**src/rtl/alu_pkg.sv**
```systemverilog
// Shared ALU definitions: opcode encodings and the multiply-sequencer state type.
// Imported by the sequencer and by anything else that drives the shared ALU.
package alu_pkg;

    localparam logic [2:0] ALU_ADD = 3'b000;
    localparam logic [2:0] ALU_SUB = 3'b001;
    localparam logic [2:0] ALU_LBI = 3'b010;
    localparam logic [2:0] ALU_XOR = 3'b011;
    localparam logic [2:0] ALU_SHL = 3'b100;
    localparam logic [2:0] ALU_SHR = 3'b101;
    localparam logic [2:0] ALU_ORR = 3'b110;
    localparam logic [2:0] ALU_AND = 3'b111;

    typedef logic [1:0] state_t;

    localparam state_t ST_IDLE  = 2'd0;
    localparam state_t ST_SHIFT = 2'd1;
    localparam state_t ST_ADD   = 2'd2;
    localparam state_t ST_DONE  = 2'd3;

endpackage

```
**src/rtl/alu_mul_sequencer.sv**
```systemverilog
// MSB-first shift-and-add multiplier that borrows the shared ALU through a req/grant
// handshake; produces the low 16 bits of opA*opB.
module alu_mul_sequencer
    import alu_pkg::*;
#(
    parameter bit SKIP_ZERO_ADD = 1'b1
) (
    input  logic        i_clk,
    input  logic        i_rstn,
    input  logic        i_start,
    input  logic [15:0] i_opA,
    input  logic [15:0] i_opB,
    output logic        o_busy,
    output logic        o_done,
    output logic [15:0] o_result,
    output logic        o_aluReq,
    input  logic        i_aluGrant,
    output logic [15:0] o_aluSrcA,
    output logic [15:0] o_aluSrcB,
    output logic [2:0]  o_aluOpCode,
    output logic        o_aluOpSel,
    input  logic [15:0] i_aluResult
);

    state_t      state, stateNext;
    logic [15:0] mcand, mplier, acc, accNext;
    logic [3:0]  cnt;
    logic        curBit;
    logic        lastBit;

    assign lastBit = (cnt == 4'd15);

    // NOTE: every output of this block gets a default first, so no path can infer a latch.
    always_comb begin
        stateNext = state;
        accNext   = acc;
        case (state)
            ST_IDLE: begin
                if (i_start) stateNext = ST_SHIFT;
            end
            ST_SHIFT: begin
                if (i_aluGrant) begin
                    accNext = i_aluResult;
                    if (mplier[15] || !SKIP_ZERO_ADD) stateNext = ST_ADD;
                    else if (lastBit)                 stateNext = ST_DONE;
                end
            end
            ST_ADD: begin
                if (i_aluGrant) begin
                    // A zero multiplier bit still occupies the ADD slot when skipping is off.
                    if (curBit) accNext = i_aluResult;
                    stateNext = lastBit ? ST_DONE : ST_SHIFT;
                end
            end
            default: stateNext = ST_IDLE;
        endcase
    end

    // NOTE: state registers use non-blocking assignments so every flop samples pre-edge values.
    always_ff @(posedge i_clk or negedge i_rstn) begin
        if (!i_rstn) begin
            state    <= ST_IDLE;
            mcand    <= '0;
            mplier   <= '0;
            acc      <= '0;
            cnt      <= '0;
            curBit   <= 1'b0;
            o_result <= '0;
        end else begin
            state <= stateNext;
            acc   <= accNext;
            case (state)
                ST_IDLE: begin
                    if (i_start) begin
                        mcand  <= i_opA;
                        mplier <= i_opB;
                        acc    <= '0;
                        cnt    <= '0;
                    end
                end
                ST_SHIFT: begin
                    if (i_aluGrant) begin
                        curBit <= mplier[15];
                        mplier <= mplier << 1;
                        if (stateNext == ST_SHIFT) cnt <= cnt + 4'd1;
                    end
                end
                ST_ADD: begin
                    if (i_aluGrant && stateNext == ST_SHIFT) cnt <= cnt + 4'd1;
                end
                default: ;
            endcase
            // Result is captured on the way into DONE so it is valid alongside o_done.
            if (stateNext == ST_DONE && state != ST_DONE) o_result <= accNext;
        end
    end

    assign o_busy     = (state != ST_IDLE);
    assign o_done     = (state == ST_DONE);
    assign o_aluReq   = (state == ST_SHIFT) || (state == ST_ADD);
    assign o_aluOpSel = 1'b0;

    always_comb begin
        o_aluSrcA   = '0;
        o_aluSrcB   = '0;
        o_aluOpCode = ALU_ADD;
        case (state)
            ST_SHIFT: begin
                o_aluSrcA   = acc;
                o_aluSrcB   = 16'h0001;
                o_aluOpCode = ALU_SHL;
            end
            ST_ADD: begin
                o_aluSrcA   = acc;
                o_aluSrcB   = mcand;
                o_aluOpCode = ALU_ADD;
            end
            default: ;
        endcase
    end

endmodule

```
**config.mk**
```make
export PLATFORM = sky130hd
export DESIGN_NAME = alu_mul_sequencer
export DESIGN_NICKNAME = d
export VERILOG_FILES = /design/src/rtl/alu_pkg.sv /design/src/rtl/alu_mul_sequencer.sv
export SDC_FILE = /design/constraint.sdc
export NUM_CORES = 1
export LEC_CHECK = 0
export CAP_MARGIN = 20
export CORE_MARGIN = 2
export CORE_UTILIZATION = 46
export CTS_BUF_LIST = sky130_fd_sc_hd__clkbuf_16
export CTS_CLUSTER_SIZE = 20
export DETAILED_ROUTE_END_ITERATION = 8
export MAX_ROUTING_LAYER = met4
export PLACE_DENSITY = 0.8
export SYNTH_ARGS = -nofsm -noshare
export SYNTH_HDL_FRONTEND = slang
export SYNTH_SLANG_ARGS = --single-unit
```
**constraint.sdc**
```tcl
create_clock -name i_clk -period 2.79 [get_ports i_clk]
set_input_delay 0.837 -clock i_clk [delete_from_list [all_inputs] [get_ports i_clk]]
set_output_delay 0.837 -clock i_clk [all_outputs]
set_load 0.03 [all_outputs]
```
* After elaboration in Yosys (flattened, before gate mapping)
Cells that the tools add are included. Widths: inputs -> output; s select.
Operators by class: add/sub/neg operators 1, eq/ne operators 11, muxes and demuxes 24, reductions and logical operators 12
Operators with widths (count):
- $mux 16 | 8
- $pmux 16 s2 | 3
- $mux 4 | 4
- $mux 2 | 6
- $pmux 4 s3 | 1
- $ne 2x2->1 const B | 5
- $eq 2x2->1 const B | 3
- $pmux 2 s3 | 1
- $reduce_and 5->1 | 1
- $add 4x1->4 const B | 1
- $eq 2x1->1 const B | 2
- $eq 4x4->1 const B | 1
- $reduce_and 2->1 | 2
- $reduce_bool 2->1 | 2
- $mux 3 | 1
- $reduce_and 3->1 | 1
- $reduce_bool 3->1 | 1
- $logic_and 1x1->1 | 2
- $logic_not 2->1 | 1
- $reduce_or 2->1 | 1
- $logic_or 1x1->1 | 1
Storage, ports and cells: flip-flop bits (word level) 71, input bits 52, output and inout port bits 55, word-level logic and storage cells 55

* Depth between registers and ports, before layout
Gate-level depths: netlist of the first run.
word-level depth 9, mapped depth 9, gate-level depth less buffers 7

* Least setup slack after synthesis of the first run
OpenSTA, ideal clock, no wires.
kind register to output, start point reg state[0], end point out o_aluSrcB[0], arrival time 1.936 ns, data required time 1.953 ns, slack 0.017 ns, stages on the path, launching flop included 6, buffers on the path 2, cells stage by stage dfrtp_1 inv_1 ha_1 clkbuf_1 clkbuf_1 nor2b_1
Between the ends: longest elaborated chain between the ends 2, elaborated cells on any way between the ends 3, those cells by class eq/ne (2); mux (1)
RTL lines:
- from (decl) | RTL line alu_mul_sequencer.sv:25 | state_t state, stateNext;
- from (signal assigned) | RTL line alu_mul_sequencer.sv:70 | state <= stateNext;
- $eq 2x2->1 or $eq 2x1->1 (tied branches) | RTL line alu_mul_sequencer.sv:107 | case (state)
- $pmux 16 s2 * | RTL line alu_mul_sequencer.sv:107
- to (decl) | RTL line alu_mul_sequencer.sv:19 | output logic [15:0] o_aluSrcB,
Mark *: on every way between the ends. The rest lies on a longest branch, timed or not.

* Worst setup path in the final report of the first run
start point reg state[0], end point out o_aluSrcB[15]
Same word-level chain as after synthesis.

==> results of run 1 <==
==> metal layers <==
| metal | track usage | vias to the layer above |
|---|---|---|
| met2 | 0.355 | 71 |
| met5 | - | - |
| met3 | 0.0532 | 8 |
| met1 | 0.267 | 1289 |
| met4 | 0.0868 | 0 |
| li1 | - | 1284 |
==> power by group through the flow <==
stage | clock network [uW] | registers, uW | logic (uW)
after global placement | 0 | 1700 | 2330
final | 1080 | 1700 | 2380
after detailed placement | 0 | 1720 | 2390
after floorplan | 0 | 1790 | 1440
after global routing | 1160 | 1760 | 2590
after CTS | 1100 | 1710 | 2410
==> sequential cells by signal, indices dropped and copies added (netlist names) <==
| signal | count |
|---|---|
| mcand | 16 |
| acc | 16 |
| mplier | 16 |
| cnt | 4 |
| state | 2 |
| o_result | 16 |
| curBit | 1 |
==> stage by stage <==
step           hold slack (ns)  cells
5_1_grt                  0.510    517
3_5_place_dp             0.471    503
4_1_cts                  0.484    517
2_1_floorplan            0.473    315
6_report                 0.480    517
3_3_place_gp             0.463    503
==> final cells by class <==
class | instances | area (um2)
multi-input combinational | 212 | 1400
tap | 96 | 120
timing repair buffer | 116 | 1070
sequential | 71 | 1780
clock inverter | 5 | 52.6
inverter | 8 | 30.0
fill | 528 | 2200
clock buffer | 9 | 225
==> Yosys cell counts, types with 6 or more instances <==
cell type  instances  area (um2)
mux2_2            18         203
and2_1            17         106
clkbuf_1          16        60.1
dfrtp_1           71        1780
nor2b_1            6        37.5
and3_1            15        93.8
a21oi_1           18        90.1
nor2_1            37         139
o21ai_0           20         100
inv_1              7        26.3
mux2i_1           16         160
a22oi_1           16         120
nand2_1           23        86.3
==> cells by family (layout without fill, tap and decap cells) <==
| kind of cell | after synthesis | in the layout | share of synthesized area |
|---|---|---|---|
| compound gates | 68 | 68 | 0.139 |
| fa+ha+maj | 5 | 5 | 0.0190 |
| buf+inv | 32 | 138 | 0.0423 |
| flops | 71 | 71 | 0.541 |
| mux | 34 | 34 | 0.110 |
| other cells | 1 | 3 | 0.00114 |
| simple gates | 102 | 102 | 0.148 |
==> worst max-delay path: stages (launching register included) <==
cell	delay, ns
dfrtp_1	0.44
inv_1	0.09
ha_1	0.29
buf_4	0.30
and3_1	0.22
buf_4	0.16
==> worst max-delay path by stage <==
| stage | startpoint | to | slack [ns] | depth (start not counted) |
|---|---|---|---|---|
| 3_5_place_dp | i_aluGrant | cnt[2]$_DFFE_PN0P_ | 0.03 | 6 |
| 4_1_cts | state[0]$_DFF_PN0_ | o_busy | 0.02 | 4 |
| 5_1_grt | state[0]$_DFF_PN0_ | o_aluSrcB[6] | 0.0003 | 5 |
| 3_3_place_gp | i_aluGrant | cnt[3]$_DFFE_PN0P_ | 0.1 | 6 |
| 2_1_floorplan | state[0]$_DFF_PN0_ | o_aluSrcB[0] | 0.02 | 5 |
| 6_report | state[0]$_DFF_PN0_ | o_aluSrcB[15] | 0.13 | 5 |
==> impl_metrics.csv, run 1 <==
group,metric,value,unit
hold_path,hold-path-cell-count,2,
cells_and_area,mostFrequentLayoutCells,"dfrtp_1, clkdlybuf4s50_1, buf_4, nor2_1, nand2_1",
power_and_ir_drop,netSwitchingFraction,0.388,
die,row_count,30,
die,dieArea,7830,um2
clock_tree,post_cts.repair.setup_buffers,0,
yosys,synth_seq_area_share,0.541,
setup_path,critical_path_peak_fanout,36,
setup_path,setup_slack_on_the_worst_flop_to_flop_path,0.39,ns
routing,routed_length_on_met1,3.42,mm
sta,tightestPinTransition,0.895,ns
yosys,edff_count_synth,0,
grt,global_route_total_overflow,0,
yosys,ys.flop_type,"dfrtp_1",
yosys,asyncSetResetFlopFracSynth,1.00,
sta,timing.final.setup_violations,0,
setup_path,critPathRequiredTime,1.95,ns
cells_and_area,design.final.nets,475,
power_and_ir_drop,comb_power_share,0.461,
clock_tree,cts-hold-fix-buffers,0,
clock_tree,worstSkewPairLatency,0.32,ns
clock_tree,root_buffer,"clkbuf_16",
power_and_ir_drop,clock_power_share,0.210,
clock_tree,clock_sink_count,71,
routing,post_drt_via_cell_ratio,5.13,
die,floorplan.initialDensity,0.478,
sta,worst_clock_skew,0.00671,ns
sta,rsz0062_at_grt,"false",
power_and_ir_drop,power.density,1110,nW/um2
routing,first_iter_violations,100,
die,boundaryPins,107,
power_and_ir_drop,leakagePower,0.00217,uW
setup_path,critical_path_arrival,1.82,ns
sta,maxClockFrequency,376,MHz
clock_tree,max-clock-path-buffers,2,
grt,number_of_antenna_violations_at_the_first_check_in_global_routing,0,
power_and_ir_drop,power.sequential.fraction,0.330,
routing,topRoutingLayerUsed,"met4",
sta,layout_setup_ws,0.128,ns
grt,grt_usage,0.220,
hold_path,min_from,"o_result[8]$_DFFE_PN0P_",
routing,vias,2652,
setup_path,worstSetupPathType,"reg -> out",
setup_path,critPathLaunchType,"flop",
clock_tree,number_of_gates_given_a_new_drive_strength_after_cts,0,
grt,first_global_vias,2726,
power_and_ir_drop,p_sw,2000,uW
routing,drc,0,
routing,totalWireLength,7.90,mm
power_and_ir_drop,irDropWorstVdd,0.455,mV
clock_tree,clkSlewWorstSetupHoldPaths,0.06,ns
routing,firstDrtPassIters,4,
sta,post-route-period-util,0.954,
die,core_area,6870,um2
yosys,ys.warnings.count,0,
setup_path,rr_worst_depth,7,
cells_and_area,final_area,4670,um2
power_and_ir_drop,finalPower,5160,uW
sta,finalMaxSlewViolations,0,
setup_path,r2r_start,"state[1]$_DFF_PN0_",
place,place_congestion,0.759,
routing,drt.antenna.violating_nets,0,
cells_and_area,final_layout_size_suffix_gt1_frac,0.209,
power_and_ir_drop,intPower,3160,uW
grt,grt_start_max_net_pins,72,
hold_path,hold-path-endpoint,"o_result[8]$_DFFE_PN0P_",
sta,fin_setup_tns,0,ns
clock_tree,cts-htree-levels,3,
grt,grt_first_pass_wirelength,12.7,mm
yosys,synthCells,313,
yosys,yosys_register_bits,71,
sta,worst_rel_slew_slack,0.404,
clock_tree,cts_inserted_buffers,9,
routing,routed_wire_length_per_instance,15.3,um
place,postPlaceCellArea,4390,um2
yosys,post_synth_instance_area,3290,um2
routing,sum_of_met2_wire_segment_lengths_after_detailed_routing,3.98,mm
job,max_cap_violations,0,
yosys,syn_avg_cell_area,10.5,um2
cells_and_area,antenna_cells,0,
setup_path,worst_flop_to_flop_path_endpoint,"cnt[2]$_DFFE_PN0P_",
die,die_w,88.5,um
place,portBuffers,103,
cells_and_area,layout-area-overhead-vs-synth,42.2,%
sta,final_critical_path_required_period,2.66,ns
yosys,netlist-cell-type-count,33,
sta,timing.final.hold_violations,0,
setup_path,cp-end-kind,"primary output",
run_status,outcome,"complete, no violations",
routing,detailroute.wirelength.met3,403,um
die,fp.dieH,88.5,um
hold_path,min_path_type,"reg -> reg",
cells_and_area,final_common_cell,"dfrtp_1",
cells_and_area,utilization,0.680,
place,dp_hpwl,5.30,mm
clock_tree,tritoncts,"yes",
place,pre_cts_worst_setup_slack,0.0325,ns
Power figures use the tool's default switching activity.
==> run 2: changes to the inputs <==
--- a/config.mk
+++ b/config.mk
@@ -6,6 +6,7 @@
 export NUM_CORES = 1
 export LEC_CHECK = 0
 export CAP_MARGIN = 20
+export CORE_ASPECT_RATIO = 1.1
 export CORE_MARGIN = 2
 export CORE_UTILIZATION = 46
 export CTS_BUF_LIST = sky130_fd_sc_hd__clkbuf_16
==> constraint.sdc (replaced) <==
create_clock -name i_clk -period 2.9 [get_ports i_clk]
set_input_delay 0.87 -clock i_clk [delete_from_list [all_inputs] [get_ports i_clk]]
set_output_delay 0.87 -clock i_clk [all_outputs]
set_load 0.03 [all_outputs]
==> impl_metrics.csv, run 2 (synthesis results as in run 1) <==
group,metric,value,unit
routing,drc,0,
place,dp_hpwl,5.24,mm
die,boundaryPins,107,
clock_tree,tritoncts,"yes",
setup_path,critical_path_arrival,1.93,ns
sta,final_critical_path_required_period,2.80,ns
cells_and_area,antenna_cells,0,
setup_path,cp-end-kind,"primary output",
cells_and_area,final_layout_size_suffix_gt1_frac,0.205,
grt,global_route_total_overflow,0,
grt,grt_first_pass_wirelength,12.8,mm
setup_path,critPathBufInv,3,
die,fp.dieH,92.6,um
job,max_cap_violations,0,
sta,timing.final.setup_violations,0,
setup_path,crit_path_max_incr_delay,0.69,ns
routing,routed_wire_length_per_instance,15.5,um
routing,firstDrtPassIters,4,
power_and_ir_drop,irDropWorstVdd,0.779,mV
routing,first_iter_violations,113,
setup_path,critical_path_peak_fanout,6,
power_and_ir_drop,power.density,1080,nW/um2
grt,number_of_antenna_violations_at_the_first_check_in_global_routing,0,
setup_path,worstSetupPathType,"reg -> out",
clock_tree,clock_sink_count,71,
cells_and_area,mostFrequentLayoutCells,"dfrtp_1, clkdlybuf4s50_1, buf_4, nor2_1, nand2_1",
sta,timing.final.hold_violations,0,
hold_path,min_path_type,"reg -> reg",
cells_and_area,final_common_cell,"dfrtp_1",
setup_path,critPathRequiredTime,2.03,ns
sta,layout_setup_ws,0.102,ns
power_and_ir_drop,leakagePower,0.00216,uW
sta,finalMaxSlewViolations,0,
routing,drt.antenna.violating_nets,0,
place,postPlaceCellArea,4350,um2
setup_path,critical-path-slowest-cell,"clkdlybuf4s50_1",
cells_and_area,num-fill-cells,567,
die,core_area,6970,um2
sta,post-route-period-util,0.965,
cells_and_area,final_area,4670,um2
clock_tree,clkSlewWorstSetupHoldPaths,0.05,ns
cells_and_area,layout-area-overhead-vs-synth,42.1,%
clock_tree,worstSkewPairLatency,0.32,ns
cells_and_area,utilization,0.670,
sta,worst_rel_slew_slack,0.410,
setup_path,cpLargestDelayFamily,"buffers and inverters",
grt,grt_usage,0.211,
grt,grt_start_max_net_pins,72,
die,dieArea,7840,um2
clock_tree,cts_inserted_buffers,9,
routing,vias,2674,
run_status,outcome,"complete, no violations",
setup_path,path_cells,"inv_1 -> ha_1 -> inv_1 -> clkdlybuf4s50_1",
setup_path,critPathLaunchType,"flop",
sta,tightestPinTransition,0.884,ns
routing,totalWireLength,7.83,mm
sta,rsz0062_at_grt,"false",
die,floorplan.initialDensity,0.472,
clock_tree,cts-htree-levels,3,
die,row_count,32,
grt,first_global_vias,2655,
clock_tree,root_buffer,"clkbuf_16",
routing,post_drt_via_cell_ratio,5.30,
die,die_w,84.6,um
sta,maxClockFrequency,357,MHz
setup_path,timing.critical_path.mode_cell,"inv_1",
clock_tree,max-clock-path-buffers,2,
place,pre_cts_worst_setup_slack,-0.0617,ns
sta,worst_clock_skew,0.00519,ns
cells_and_area,design.final.nets,472,
place,place_congestion,0.799,
place,portBuffers,103,
-- run 2: through the flow --
step           instances  setup TNS [ns]  power (uW)  hold WS, ns
2_1_floorplan        315               0        3110        0.473
3_3_place_gp         489               0        3850        0.465
3_5_place_dp         489          -0.126        3930        0.473
4_1_cts              505               0        5090        0.488
5_1_grt              505               0        5390        0.518
6_report             505               0        5060        0.480
-- run 2: metal layers --
layer / routed length [um] / track usage
met1: 3320 / 0.269
met2: 4000 / 0.344
met3: 410 / 0.0339
met4: 108 / 0.0728
met5: 0 / -
-- run 2: final timing paths --
check,startpoint,end,slack [ns],cells past startpoint
min in group asynchronous,i_rstn,mcand[10]$_DFFE_PN0P_,0.67,1
setup reg to reg,state[1]$_DFF_PN0_,o_result[5]$_DFFE_PN0P_,0.50,9
setup / recovery,state[0]$_DFF_PN0_,o_busy,0.10,4
hold reg to reg,o_result[0]$_DFFE_PN0P_,o_result[0]$_DFFE_PN0P_,0.48,2
hold / removal,o_result[0]$_DFFE_PN0P_,o_result[0]$_DFFE_PN0P_,0.48,2
max in group asynchronous,i_rstn,acc[2]$_DFF_PN0_,1.65,1
-- run 2: where the power goes --
group          leakage [uW]  switching, uW  internal (uW)
clock network      0.000152            398            746
registers          0.000893            234           1410
logic               0.00112           1310            963
total               0.00216           1950           3120
-- run 2: layout make-up --
cell class	count	area (um2)	share of cell area
Clock inverter	7	87.6	0.0188
Sequential cell	71	1780	0.381
Timing Repair Buffer	113	1040	0.224
Multi-Input combinational cell	212	1400	0.300
Tap cell	85	106	0.0228
Clock buffer	9	225	0.0482
Inverter	8	30.0	0.00643
-- run 2: worst reg2reg max path: stages (launching register included) --
cell and delay [ns]:
dfrtp_1 0.43, inv_1 0.10, ha_1 0.23, buf_4 0.35, nor2b_1 0.38, o21ai_0 0.13
nand2_1 0.08, buf_4 0.23, a22oi_1 0.11, o21ai_0 0.25
-- run 2: what timing repair did --
item / CTS / global route
resized for setup: 0 / 1
setup endpoints to repair: 0 / 5
setup buffers: 0 / 0
hold buffers: 0 / 0
==> patch: new RTL, settings of run 2 <==
Set the parameter `SKIP_ZERO_ADD` to 1'b0 (it was 1'b1).
--- a/src/rtl/alu_mul_sequencer.sv
+++ b/src/rtl/alu_mul_sequencer.sv
@@ -3,7 +3,7 @@
 module alu_mul_sequencer
     import alu_pkg::*;
 #(
-    parameter bit SKIP_ZERO_ADD = 1'b1
+    parameter bit SKIP_ZERO_ADD = 1'b0
 ) (
     input  logic        i_clk,
     input  logic        i_rstn,
Function: changed (Yosys sat finds a counterexample within 4 cycles, from zero or initial values and one cycle with i_rstn low).
==> patch against run 2 <==
Area after synthesis decreased by 0.38%. Sequential power decreased by 3%. Worst setup slack improved by 54 ps. Sequential cell count unchanged. Highest routed layer unchanged. Via count decreased by 3.6%. Wire length decreased by 7.8%. Cell area decreased by 1.8%. Sequential share of layout area increased by 0.71 points. First-iteration DRC count decreased by 18%. Utilization decreased by 1.2 points. Total power decreased by 4.9%.
==> patch: results (changes against run 2) <==
status: "complete, no violations"  # unchanged
cts-root-buf: "clkbuf_16"  # unchanged
vias: 2579  # was 2,674
p_int_mw: 2.92  # was 3.12 mW
ys_top_cells_by_count: "dfrtp_1 (71), nor2_1 (36), mux2i_1 (31)"  # was dfrtp_1 (71), nor2_1 (37), nand2_1 (23)
synth_area_leaders: "dfrtp_1 (54%), mux2i_1 (9.5%), mux2_2 (5.8%), nor2_1 (4.1%), a22oi_1 (3.7%)"  # was dfrtp_1 (54%), mux2_2 (6.2%), mux2i_1 (4.9%), nor2_1 (4.2%), a22oi_1 (3.7%)
maxSlewHeadroom_pct: 62.8  # was 41.0%
seq_cell_power_mw: 1.59  # was 1.64 mW
whs_ps: 498  # was 480 ps
io_buffers: 103  # unchanged
synth_cell_types: 32  # was 33
irDropWorstVdd_v: 0.000637  # was 0.000779 V
routed_wl_mm: 7.22  # was 7.83 mm
drive_gt1_share_pct: 19.6  # was 20.5%
p_leak_nw: 2.23  # was 2.16 nW
grt_max_degree: 49  # was 72
grt_pass1_wl_mm: 11.9  # was 12.8 mm
p_clk_uw: 934  # was 1.14 mW
grt_pass1_vias: 2482  # was 2,655
nets: 465  # was 472
cp.arrival_ps: 1870  # was 1930 ps
finalClockSkew_ps: 3.64  # was 5.19 ps
seq_area_frac_synth_pct: 54.3  # was 54.1%
drtIter0Drc: 93  # was 113
yosysWarningCount: 0  # unchanged
avgSynthCellArea_sq_um: 10.7  # was 10.5 sq um
place_inst: 482  # was 489
gp_congestion: 0.808  # was 0.799
antenna_found_initial: 0  # unchanged
placed_cell_area_sq_um: 4320  # was 4350 sq um
place_hpwl_mm: 5.06  # was 5.24 mm
instances_no_fill: 498  # was 505
cp_max_fo: 5  # was 6
reg2reg_slack_ps: 690  # was 500 ps
grt.total_usage_pct: 19.6  # was 21.1%
[patch: path summary, 6_finish.rpt]
kind | startpoint | to | cells past startpoint
min in group asynchronous | i_rstn | o_result[1] | 1
setup / recovery | state[0] | o_busy | 4
hold reg to reg | mcand[6] | mcand[6] | 1
max in group asynchronous | i_rstn | mplier[8] | 2
setup reg to reg | state[0] | cnt[3] | 6
hold / removal | mcand[6] | mcand[6] | 1
[patch: timing repair]
action	4_1_cts	5_1_grt
hold endpoints to repair	0	0
setup buffers	0	0
setup endpoints to repair	0	1
resized for setup	0	1
hold buffers	0	0
[patch: layout make-up]
type / instances / area (sq um) / share of cell area, %
multi-input combinational: 192 / 1320 / 28.9
timing repair buffer: 113 / 1040 / 22.7
clock inverter: 7 / 31.3 / 0.683
clock buffer: 9 / 225 / 4.91
tap: 85 / 106 / 2.32
sequential: 71 / 1780 / 38.8
inverter: 21 / 78.8 / 1.72
[patch: routing by layer]
metal | up-vias | share of wire, % | global-route usage [%]
li1 | 1228 | - | -
met1 | 1248 | 44 | 26.0
met3 | 6 | 8.0 | 5.97
met4 | 0 | 0.94 | 5.56
met2 | 97 | 47 | 29.6
met5 | - | 0 | -
[patch: critical path, cell delays in order (launching register included)]
cell and delay [ps]:
dfrtp_1 430, inv_1 100, ha_1 240, inv_1 90, clkdlybuf4s50_1 690
[patch: metrics by stage]
step | setup slack, ps | util (%)
after floorplan | 121 | -
after global placement | 212 | 62.1
after detailed placement | 158 | 62.1
after CTS | 65.0 | 65.8
after global routing | 62.8 | 65.8
final | 156 | 65.8
[patch: cell families after synthesis]
kind of cell	synth area share, %
adder cells (fa/ha/maj)	1.91
other	0.115
AO/OA/AOI/OAI	8.91
buffers and inverters	5.73
AND/OR/NAND/NOR	13.7
multiplexers	15.3
flip-flops	54.3
